## src/rtl/nes_input_controller.sv

```systemverilog
// NES gamepad poller: periodically latches the pad, clocks out its eight
// serial button bits, and publishes both the raw active-high button vector
// and a priority-encoded 4-bit code for the grid controller.
module nes_input_controller #(
    parameter int HALF_BIT      = 300,
    parameter int POLL_INTERVAL = 833333
) (
    input  logic       clk,
    input  logic       reset,
    input  logic       nes_data,
    output logic       nes_latch,
    output logic       nes_clk,
    output logic [3:0] controller_out,
    output logic [7:0] buttons,
    output logic       frame_valid
);

    localparam int PHASE_W = $clog2(2 * HALF_BIT + 1);
    localparam int POLL_W  = $clog2(POLL_INTERVAL + 1);

    localparam logic [PHASE_W-1:0] LATCH_LAST = PHASE_W'(2 * HALF_BIT - 1);
    localparam logic [PHASE_W-1:0] HALF_LAST  = PHASE_W'(HALF_BIT - 1);
    localparam logic [POLL_W-1:0]  POLL_LAST  = POLL_W'(POLL_INTERVAL - 1);

    typedef enum logic [2:0] {
        IDLE,
        LATCH,
        CLK_HI,
        CLK_LO,
        DONE
    } state_t;

    state_t              state;
    logic [1:0]          sync;
    logic                data_s;
    logic [POLL_W-1:0]   poll;
    logic [PHASE_W-1:0]  phase;
    logic [2:0]          bit_idx;
    logic [7:0]          shreg;
    logic [7:0]          pressed;

    // Button priority: Start, Right, Left, Down, Up, A, B, Select.
    function automatic logic [3:0] encode(input logic [7:0] b);
        logic [3:0] code;
        if (b[3])      code = 4'b0100;
        else if (b[7]) code = 4'b1000;
        else if (b[6]) code = 4'b0111;
        else if (b[5]) code = 4'b0110;
        else if (b[4]) code = 4'b0101;
        else if (b[0]) code = 4'b0001;
        else if (b[1]) code = 4'b0010;
        else if (b[2]) code = 4'b0011;
        else           code = 4'b0000;
        return code;
    endfunction

    assign data_s = sync[1];

    // The final bit arrives on the same edge that publishes the frame, so it
    // is merged in directly rather than read back from the shift register.
    assign pressed = ~{data_s, shreg[6:0]};

    // Two-flop synchronizer for the pad's serial line; idles released (high).
    always_ff @(posedge clk) begin
        if (reset) sync <= 2'b11;
        else       sync <= {sync[0], nes_data};
    end

    // Free-running frame-rate counter, independent of the FSM.
    always_ff @(posedge clk) begin
        if (reset)                 poll <= '0;
        else if (poll == POLL_LAST) poll <= '0;
        else                       poll <= poll + POLL_W'(1);
    end

    // Frame sequencer: latch pulse, seven shift clocks, then publish results.
    always_ff @(posedge clk) begin
        if (reset) begin
            state          <= IDLE;
            phase          <= '0;
            bit_idx        <= '0;
            nes_latch      <= 1'b0;
            nes_clk        <= 1'b0;
            controller_out <= 4'b0000;
            buttons        <= 8'h00;
            frame_valid    <= 1'b0;
        end else begin
            frame_valid <= 1'b0;
            case (state)
                IDLE: begin
                    if (poll == POLL_LAST) begin
                        state     <= LATCH;
                        nes_latch <= 1'b1;
                        phase     <= '0;
                    end
                end
                LATCH: begin
                    if (phase == LATCH_LAST) begin
                        shreg[0]  <= data_s;
                        bit_idx   <= 3'd1;
                        phase     <= '0;
                        nes_latch <= 1'b0;
                        nes_clk   <= 1'b1;
                        state     <= CLK_HI;
                    end else begin
                        phase <= phase + PHASE_W'(1);
                    end
                end
                CLK_HI: begin
                    if (phase == HALF_LAST) begin
                        phase   <= '0;
                        nes_clk <= 1'b0;
                        state   <= CLK_LO;
                    end else begin
                        phase <= phase + PHASE_W'(1);
                    end
                end
                CLK_LO: begin
                    if (phase == HALF_LAST) begin
                        phase          <= '0;
                        shreg[bit_idx] <= data_s;
                        if (bit_idx == 3'd7) begin
                            bit_idx        <= '0;
                            buttons        <= pressed;
                            controller_out <= encode(pressed);
                            frame_valid    <= 1'b1;
                            state          <= DONE;
                        end else begin
                            bit_idx <= bit_idx + 3'd1;
                            nes_clk <= 1'b1;
                            state   <= CLK_HI;
                        end
                    end else begin
                        phase <= phase + PHASE_W'(1);
                    end
                end
                DONE: begin
                    state <= IDLE;
                end
                default: begin
                    state <= IDLE;
                end
            endcase
        end
    end

endmodule
```

## config.mk

```make
export PLATFORM = sky130hd
export DESIGN_NAME = nes_input_controller
export DESIGN_NICKNAME = d
export VERILOG_FILES = /design/src/rtl/nes_input_controller.sv
export SDC_FILE = /design/constraint.sdc
export NUM_CORES = 1
export LEC_CHECK = 0
export CAP_MARGIN = 0
export CORE_UTILIZATION = 55
export CTS_CLUSTER_DIAMETER = 50
export CTS_CLUSTER_SIZE = 24
export DETAILED_ROUTE_END_ITERATION = 16
export MAX_ROUTING_LAYER = met4
export PLACE_DENSITY = 0.76
export SLEW_MARGIN = 30
export SYNTH_ARGS = -nofsm -noshare
export SYNTH_HDL_FRONTEND = slang
export SYNTH_SLANG_ARGS = --single-unit
```

## constraint.sdc

```tcl
create_clock -name clk -period 2.5 [get_ports clk]
set_clock_uncertainty 0.1 [all_clocks]
set_input_delay 0.25 -clock clk [delete_from_list [all_inputs] [get_ports clk]]
set_output_delay 0.25 -clock clk [all_outputs]
set_load 0.1 [all_outputs]
```

==> flow_summary_export.csv, run 1 <==
group,metric,value,unit
die,die_w,72.5,microns
drt,vias,2076,
drt,ant_nets,0,
clock_tree,holdBufCountCts,0,
timing,fmax,465,MHz
logic_synthesis,synth.top_cell.area_share,38.8,%
clock_tree,post_cts_buffers,0,
logic_synthesis,synth_top_flop_cell,"dfxtp_1",
timing,rsz0062_at_grt,"false",
timing,worst_slack,350,ps
logic_synthesis,syn_nets,297,
clock_tree,root_buffer,"clkbuf_8",
power_and_ir_drop,p_seq_share,54.7,%
grt,grt.overflow.total,0,
grt,grt_pass1_wl,8.42,mm
die,io_pins,18,
timing,finalHoldViolations,0,
setup_path,rr_endpoint,"shreg[1]$_DFFE_PP_",
logic_synthesis,synth_area_leaders,"dfxtp_1 39%, edfxtp_1 7.7%, nor2_1 6.7%, xor2_1 4.5%, a211oi_1 2.7%",
run_status,status,"finished, final reports clean",
clock_tree,clock_latency,330,ps
drt,drt_wl_total,4.86,mm
die,rows,25,
drt,drcViolationCount,0,
setup_path,cp_max_fo,7,
setup_path,start_kind,"flop",
die,coreArea,4750,sq um
final_layout,area_growth,13.9,%
clock_tree,cts_tree,"done",
grt,grt_pass1_vias,1907,
power_and_ir_drop,p_leak,1.18,nW
logic_synthesis,synth-seq-cells,60,
die,dieArea,5260,sq um
clock_tree,h-tree-depth,3,
drt,drt-pass1-iter-count,4,
timing,slew_headroom,44.8,%
clock_tree,clock-sinks,60,
drt,avgRoutedWirePerCell,12.6,microns
timing,finalSetupViolCount,0,
placement,pre_cts_slack,301,ps
flow_run,max_cap_viol_count,0,
power_and_ir_drop,p_comb_share,1.9,%
setup_path,r2r_setup_slack,350,ps
min_path,min_path_cells,1,
setup_path,crit_type,"flop to flop",
min_path,min_from,"sync[0]$_SDFF_PP1_",
setup_path,timing.rr.start,"phase[3]$_SDFFE_PP0P_",
setup_path,end_kind,"flop",
power_and_ir_drop,switching_share,20.5,%
power_and_ir_drop,p_clk_share,43.4,%
setup_path,cp.arrival,2070,ps
die,start_util,57.6,%
timing,finalCritPeriodShare,86.0,%
grt,grt_max_degree,27,
placement,gp_congestion,0.788,
final_layout,fillers,390,
logic_synthesis,yosys_warnings,0,
final_layout,diodes,0,
min_path,hold_end,"sync[1]$_SDFF_PP1_",
final_layout,final_layout_size_suffix_gt1_share,16.9,%
clock_tree,cts_made_buffers,9,
logic_synthesis,synth_edf_count,7,
logic_synthesis,synth_cell_types,60,
timing,worst_slew_pin_slew,827,ps
placement,hpwl,3.30,mm
die,fp.dieH,72.5,microns
drt,vias_per_cell,5.38,
timing,fin_crit,2150,ps
logic_synthesis,synth_top_cell_by_area,"dfxtp_1",
placement,portBuffers,17,
logic_synthesis,synth_most_common_cell,"dfxtp_1",
logic_synthesis,seq_area_frac_synth,46.5,%
logic_synthesis,syn_inst,289,
power_and_ir_drop,p_sw,0.000369,W
clock_tree,clkTransAtPathRegs,60,ps
clock_tree,cts_resized,0,
power_and_ir_drop,ir_worst_vdd,0.439,mV
setup_path,worstPathRequired,2420,ps
min_path,worst_hold_path_type,"flop to flop",
grt,grt_use_total,21.8,%
logic_synthesis,syn_area_per_cell,9.47,sq um
logic_synthesis,async_flop_share,0,%
grt,antenna_found_initial,0,
timing,drv_slew,0,
setup_path,reg2regPathDepth,5,
timing,fin_tns_setup,0,ps
logic_synthesis,synthTopCellsByCount,"53 x dfxtp_1, 49 x nor2_1, 18 x nand2_1, 14 x xor2_1, 13 x nand3_1",
final_layout,nNetsFinal,322,
logic_synthesis,syn_area,2740,sq um
drt,drt-initial-drc-count,108,
power_and_ir_drop,p_per_area,578,nW/um^2
clock_tree,cts.path.max_buffers,2,
power_and_ir_drop,intPower,0.00143,W
## flip-flops by register name, summed over array words and instances (netlist names)
name            count
shreg               7
frame_valid         1
controller_out      4
poll               20
buttons             8
phase              10
sync                2
state               3
bit_idx             3
nes_clk             1
nes_latch           1
## per-layer routing
metal / global-route usage, % / routed length (microns) / up-vias
met2: 33.6 / 2350 / 45
met4: 9.37 / 73 / 0
met1: 25.5 / 2220 / 943
li1: - / - / 1082
met5: - / 0 / -
met3: 8.06 / 214 / 6
## placed cells by master, fill, tap and decap left out, types with 3 or more instances in the layout
cell	count
and2_1	3
o21ai_0	7
clkbuf_8	12
a211oi_1	10
buf_4	21
inv_1	7
xnor2_1	6
edfxtp_1	7
a32oi_1	3
a31oi_1	4
xor2_1	14
dfxtp_1	53
and3_1	6
nor2_1	49
ha_1	5
nor3b_1	3
nand2_1	18
or2_2	4
nand4_1	5
nand3_1	13
clkbuf_1	3
nor4_1	5
a21oi_1	3
nor3_1	8
nand2b_1	4
nor2b_1	4
## final cells by class
cell class | instances | area, sq um | area share (%)
inverters | 7 | 26.3 | 0.843
well taps | 67 | 83.8 | 2.69
repair buffers | 23 | 178 | 5.70
clock buffers | 15 | 176 | 5.66
flip-flops and latches | 60 | 1270 | 40.8
multi-input cells | 213 | 1380 | 44.2
clock inverters | 1 | 5.00 | 0.161
## worst max path at each step
| stage | slack [ps] | start | cells after the start | end |
|---|---|---|---|---|
| after floorplan | 450 | phase[3]$_SDFFE_PP0P_ | 4 | shreg[0]$_DFFE_PP_ |
| final | 350 | phase[3]$_SDFFE_PP0P_ | 5 | shreg[1]$_DFFE_PP_ |
| after detailed placement | 300 | phase[0]$_SDFFE_PP0P_ | 5 | shreg[0]$_DFFE_PP_ |
| after global routing | 50 | phase[0]$_SDFFE_PP0P_ | 6 | phase[5]$_SDFFE_PP0P_ |
| after CTS | 280 | phase[0]$_SDFFE_PP0P_ | 5 | shreg[0]$_DFFE_PP_ |
| after global placement | 380 | phase[0]$_SDFFE_PP0P_ | 5 | shreg[0]$_DFFE_PP_ |
## worst max-delay path, stage by stage, from the launching register on
cell and delay (ps):
dfxtp_1 430, or3b_4 430, or3_4 400, nor3_2 190
nand2_1 110, nor3_1 180
## power by group through the flow
stage	Clock, W	Sequential [W]	Combinational [W]
floorplan	0	0.00100	0.0000253
global placement	0	0.00101	0.0000339
detailed placement	0	0.00101	0.0000344
CTS	0.000803	0.000985	0.0000353
global route	0.000849	0.000986	0.0000394
finish	0.000781	0.000985	0.0000344
## metrics by stage
step	instances	utilization, %	hold WS (ps)	instance area, sq um	total power (W)
after floorplan	289	-	254	2740	0.00103
after global placement	370	61.6	292	2930	0.00104
after detailed placement	370	61.6	308	2930	0.00104
after CTS	386	65.4	326	3110	0.00182
after global routing	386	65.6	350	3120	0.00187
final	386	65.6	320	3120	0.00180
## kinds of logic (layout without fill, tap and decap cells)
family | count (synthesis) | count (layout) | synth area share (%)
AND/OR/NAND/NOR | 138 | 138 | 27.1
flip-flops | 60 | 60 | 46.5
buffers and inverters | 16 | 46 | 3.47
multiplexers | 3 | 3 | 1.14
adder cells (fa/ha/maj) | 5 | 5 | 2.29
XOR/XNOR | 20 | 20 | 6.40
AO/OA/AOI/OAI | 47 | 47 | 13.2
(Power assumes the default switching activity.)
==> run 2: changes to the inputs <==
--- a/config.mk
+++ b/config.mk
@@ -5,7 +5,7 @@
 export SDC_FILE = /design/constraint.sdc
 export NUM_CORES = 1
 export LEC_CHECK = 0
-export CAP_MARGIN = 0
+export CORE_ASPECT_RATIO = 2
 export CORE_UTILIZATION = 55
 export CTS_CLUSTER_DIAMETER = 50
 export CTS_CLUSTER_SIZE = 24
==> run 2 against run 1 <==
  * Sequential power is essentially flat
  * Sequential cell count did not move
  * Critical endpoint is now shreg[0]$_DFFE_PP_
  * Global-route usage increased by 3.3 points
  * Clock-buffer cell count down 1
  * Largest power group unchanged
==> flow_summary_export.csv, run 2 (synthesis gave the netlist of run 1 again) <==
group,metric,value,unit
run_status,status,"finished, final reports clean",
final_layout,reg_top3,"poll (20), phase (10), buttons (8)",
clock_tree,cts_made_buffers,9,
setup_path,crit_chain,"ha_1 > nand2b_1 > nor4_1 > o21ai_1 > a211oi_1",
flow_run,max_cap_viol_count,0,
final_layout,layout_commonest_cell,"dfxtp_1",
drt,drcViolationCount,0,
min_path,min_path_cells,1,
final_layout,design_area,3110,sq um
drt,vias_per_cell,5.75,
timing,slew_headroom,40.8,%
final_layout,diodes,0,
setup_path,cp.arrival,2140,ps
placement,gp_congestion,0.882,
clock_tree,h-tree-depth,3,
setup_path,slowest_stage,"nor4_1",
die,fp.dieH,102,microns
final_layout,most-common-layout-cells,"53 x dfxtp_1, 49 x nor2_1, 21 x buf_4",
clock_tree,cts_resized,0,
drt,drt-initial-drc-count,54,
clock_tree,holdBufCountCts,0,
die,die_w,51.9,microns
die,io_pins,18,
final_layout,final_util,64.6,%
clock_tree,cts_tree,"done",
min_path,min_from,"sync[0]$_SDFF_PP1_",
timing,worst_slew_pin_slew,887,ps
timing,finalCritPeriodShare,88.6,%
placement,hpwl,4.22,mm
setup_path,cp_max_fo,6,
grt,grt_max_degree,21,
setup_path,timing.rr.start,"phase[0]$_SDFFE_PP0P_",
drt,drt_wl_total,5.63,mm
timing,fin_tns_setup,0,ps
setup_path,r2r_setup_slack,290,ps
grt,grt.overflow.total,0,
min_path,worst_hold_path_type,"flop to flop",
clock_tree,post_cts_buffers,0,
placement,placed_area,2920,sq um
min_path,hold_end,"sync[1]$_SDFF_PP1_",
grt,grt_pass1_vias,2054,
clock_tree,clkTransAtPathRegs,60,ps
placement,portBuffers,17,
grt,grt_use_total,25.1,%
clock_tree,clock_latency,340,ps
final_layout,top_register,"poll",
setup_path,rr_endpoint,"shreg[0]$_DFFE_PP_",
timing,hold_ws,318,ps
die,rows,36,
timing,fmax,452,MHz
power_and_ir_drop,p_leak,1.18,nW
final_layout,nNetsFinal,322,
setup_path,worstPathRequired,2420,ps
final_layout,largest_register_ffs,20,
power_and_ir_drop,ir_worst_vdd,0.555,mV
drt,drt-pass1-iter-count,4,
timing,rsz0062_at_grt,"false",
final_layout,final_layout_size_suffix_gt1_share,16.6,%
clock_tree,root_buffer,"clkbuf_8",
grt,grt_pass1_wl,9.31,mm
grt,antenna_found_initial,0,
final_layout,area_growth,13.8,%
drt,avgRoutedWirePerCell,15.0,microns
setup_path,critPathMaxStageDelay,530,ps
timing,fin_crit,2210,ps
drt,ant_nets,0,
setup_path,crit_type,"flop to flop",
setup_path,cpLargestDelayFamily,"simple AND/OR/NAND/NOR gates",
clock_tree,cts.path.max_buffers,2,
setup_path,reg2regPathDepth,5,
timing,finalSetupViolCount,0,
timing,finalHoldViolations,0,
setup_path,path_buf_inv,0,
die,coreArea,4820,sq um
die,start_util,56.8,%
setup_path,start_kind,"flop",
clock_tree,clock-sinks,60,
power_and_ir_drop,p_per_area,606,nW/um^2
setup_path,end_kind,"flop",
timing,drv_slew,0,
power_and_ir_drop,total_power,0.00189,W
die,dieArea,5280,sq um
drt,vias,2162,
run 2: cell types whose count changed in the layout (fill, tap and decap cells not counted), sizes merged:
cell / before / now
bufinv: 0 / 1
clkbuf: 15 / 14
run 2: cell type report:
type                    instances  area [sq um]
flip-flops and latches         60          1270
fillers                       410          1710
clock inverters                 2          35.0
multi-input cells             213          1370
inverters                       7          26.3
well taps                      57          71.3
clock buffers                  14           163
repair buffers                 23           178
run 2: metrics by stage:
stage | setup slack (ps) | instances
2_1_floorplan | 450 | 289
3_3_place_gp | 346 | 360
3_5_place_dp | 290 | 360
4_1_cts | 289 | 376
5_1_grt | 66.9 | 376
6_report | 286 | 376
run 2: worst max-delay path by stage:
stage                                      from  cells past startpoint                 end
final                     phase[0]$_SDFFE_PP0P_                      5  shreg[0]$_DFFE_PP_
after global routing      phase[0]$_SDFFE_PP0P_                      6  shreg[1]$_DFFE_PP_
after CTS                 phase[0]$_SDFFE_PP0P_                      5  shreg[0]$_DFFE_PP_
after detailed placement  phase[3]$_SDFFE_PP0P_                      5  shreg[1]$_DFFE_PP_
after global placement    phase[3]$_SDFFE_PP0P_                      5  shreg[1]$_DFFE_PP_
after floorplan           phase[3]$_SDFFE_PP0P_                      4  shreg[0]$_DFFE_PP_
run 2: layer usage:
metal	part of all wire (%)	GRT usage (%)	routed length [microns]
met5	0	-	0
met4	5.0	17.7	281
met3	3.8	7.81	214
met2	56	43.3	3140
met1	35	22.1	1990
run 2: power by group:
part | internal [W] | total, W | switching (W)
Combinational | 0.0000134 | 0.0000356 | 0.0000222
Sequential | 0.000979 | 0.000985 | 0.00000636
Clock | 0.000514 | 0.000866 | 0.000351
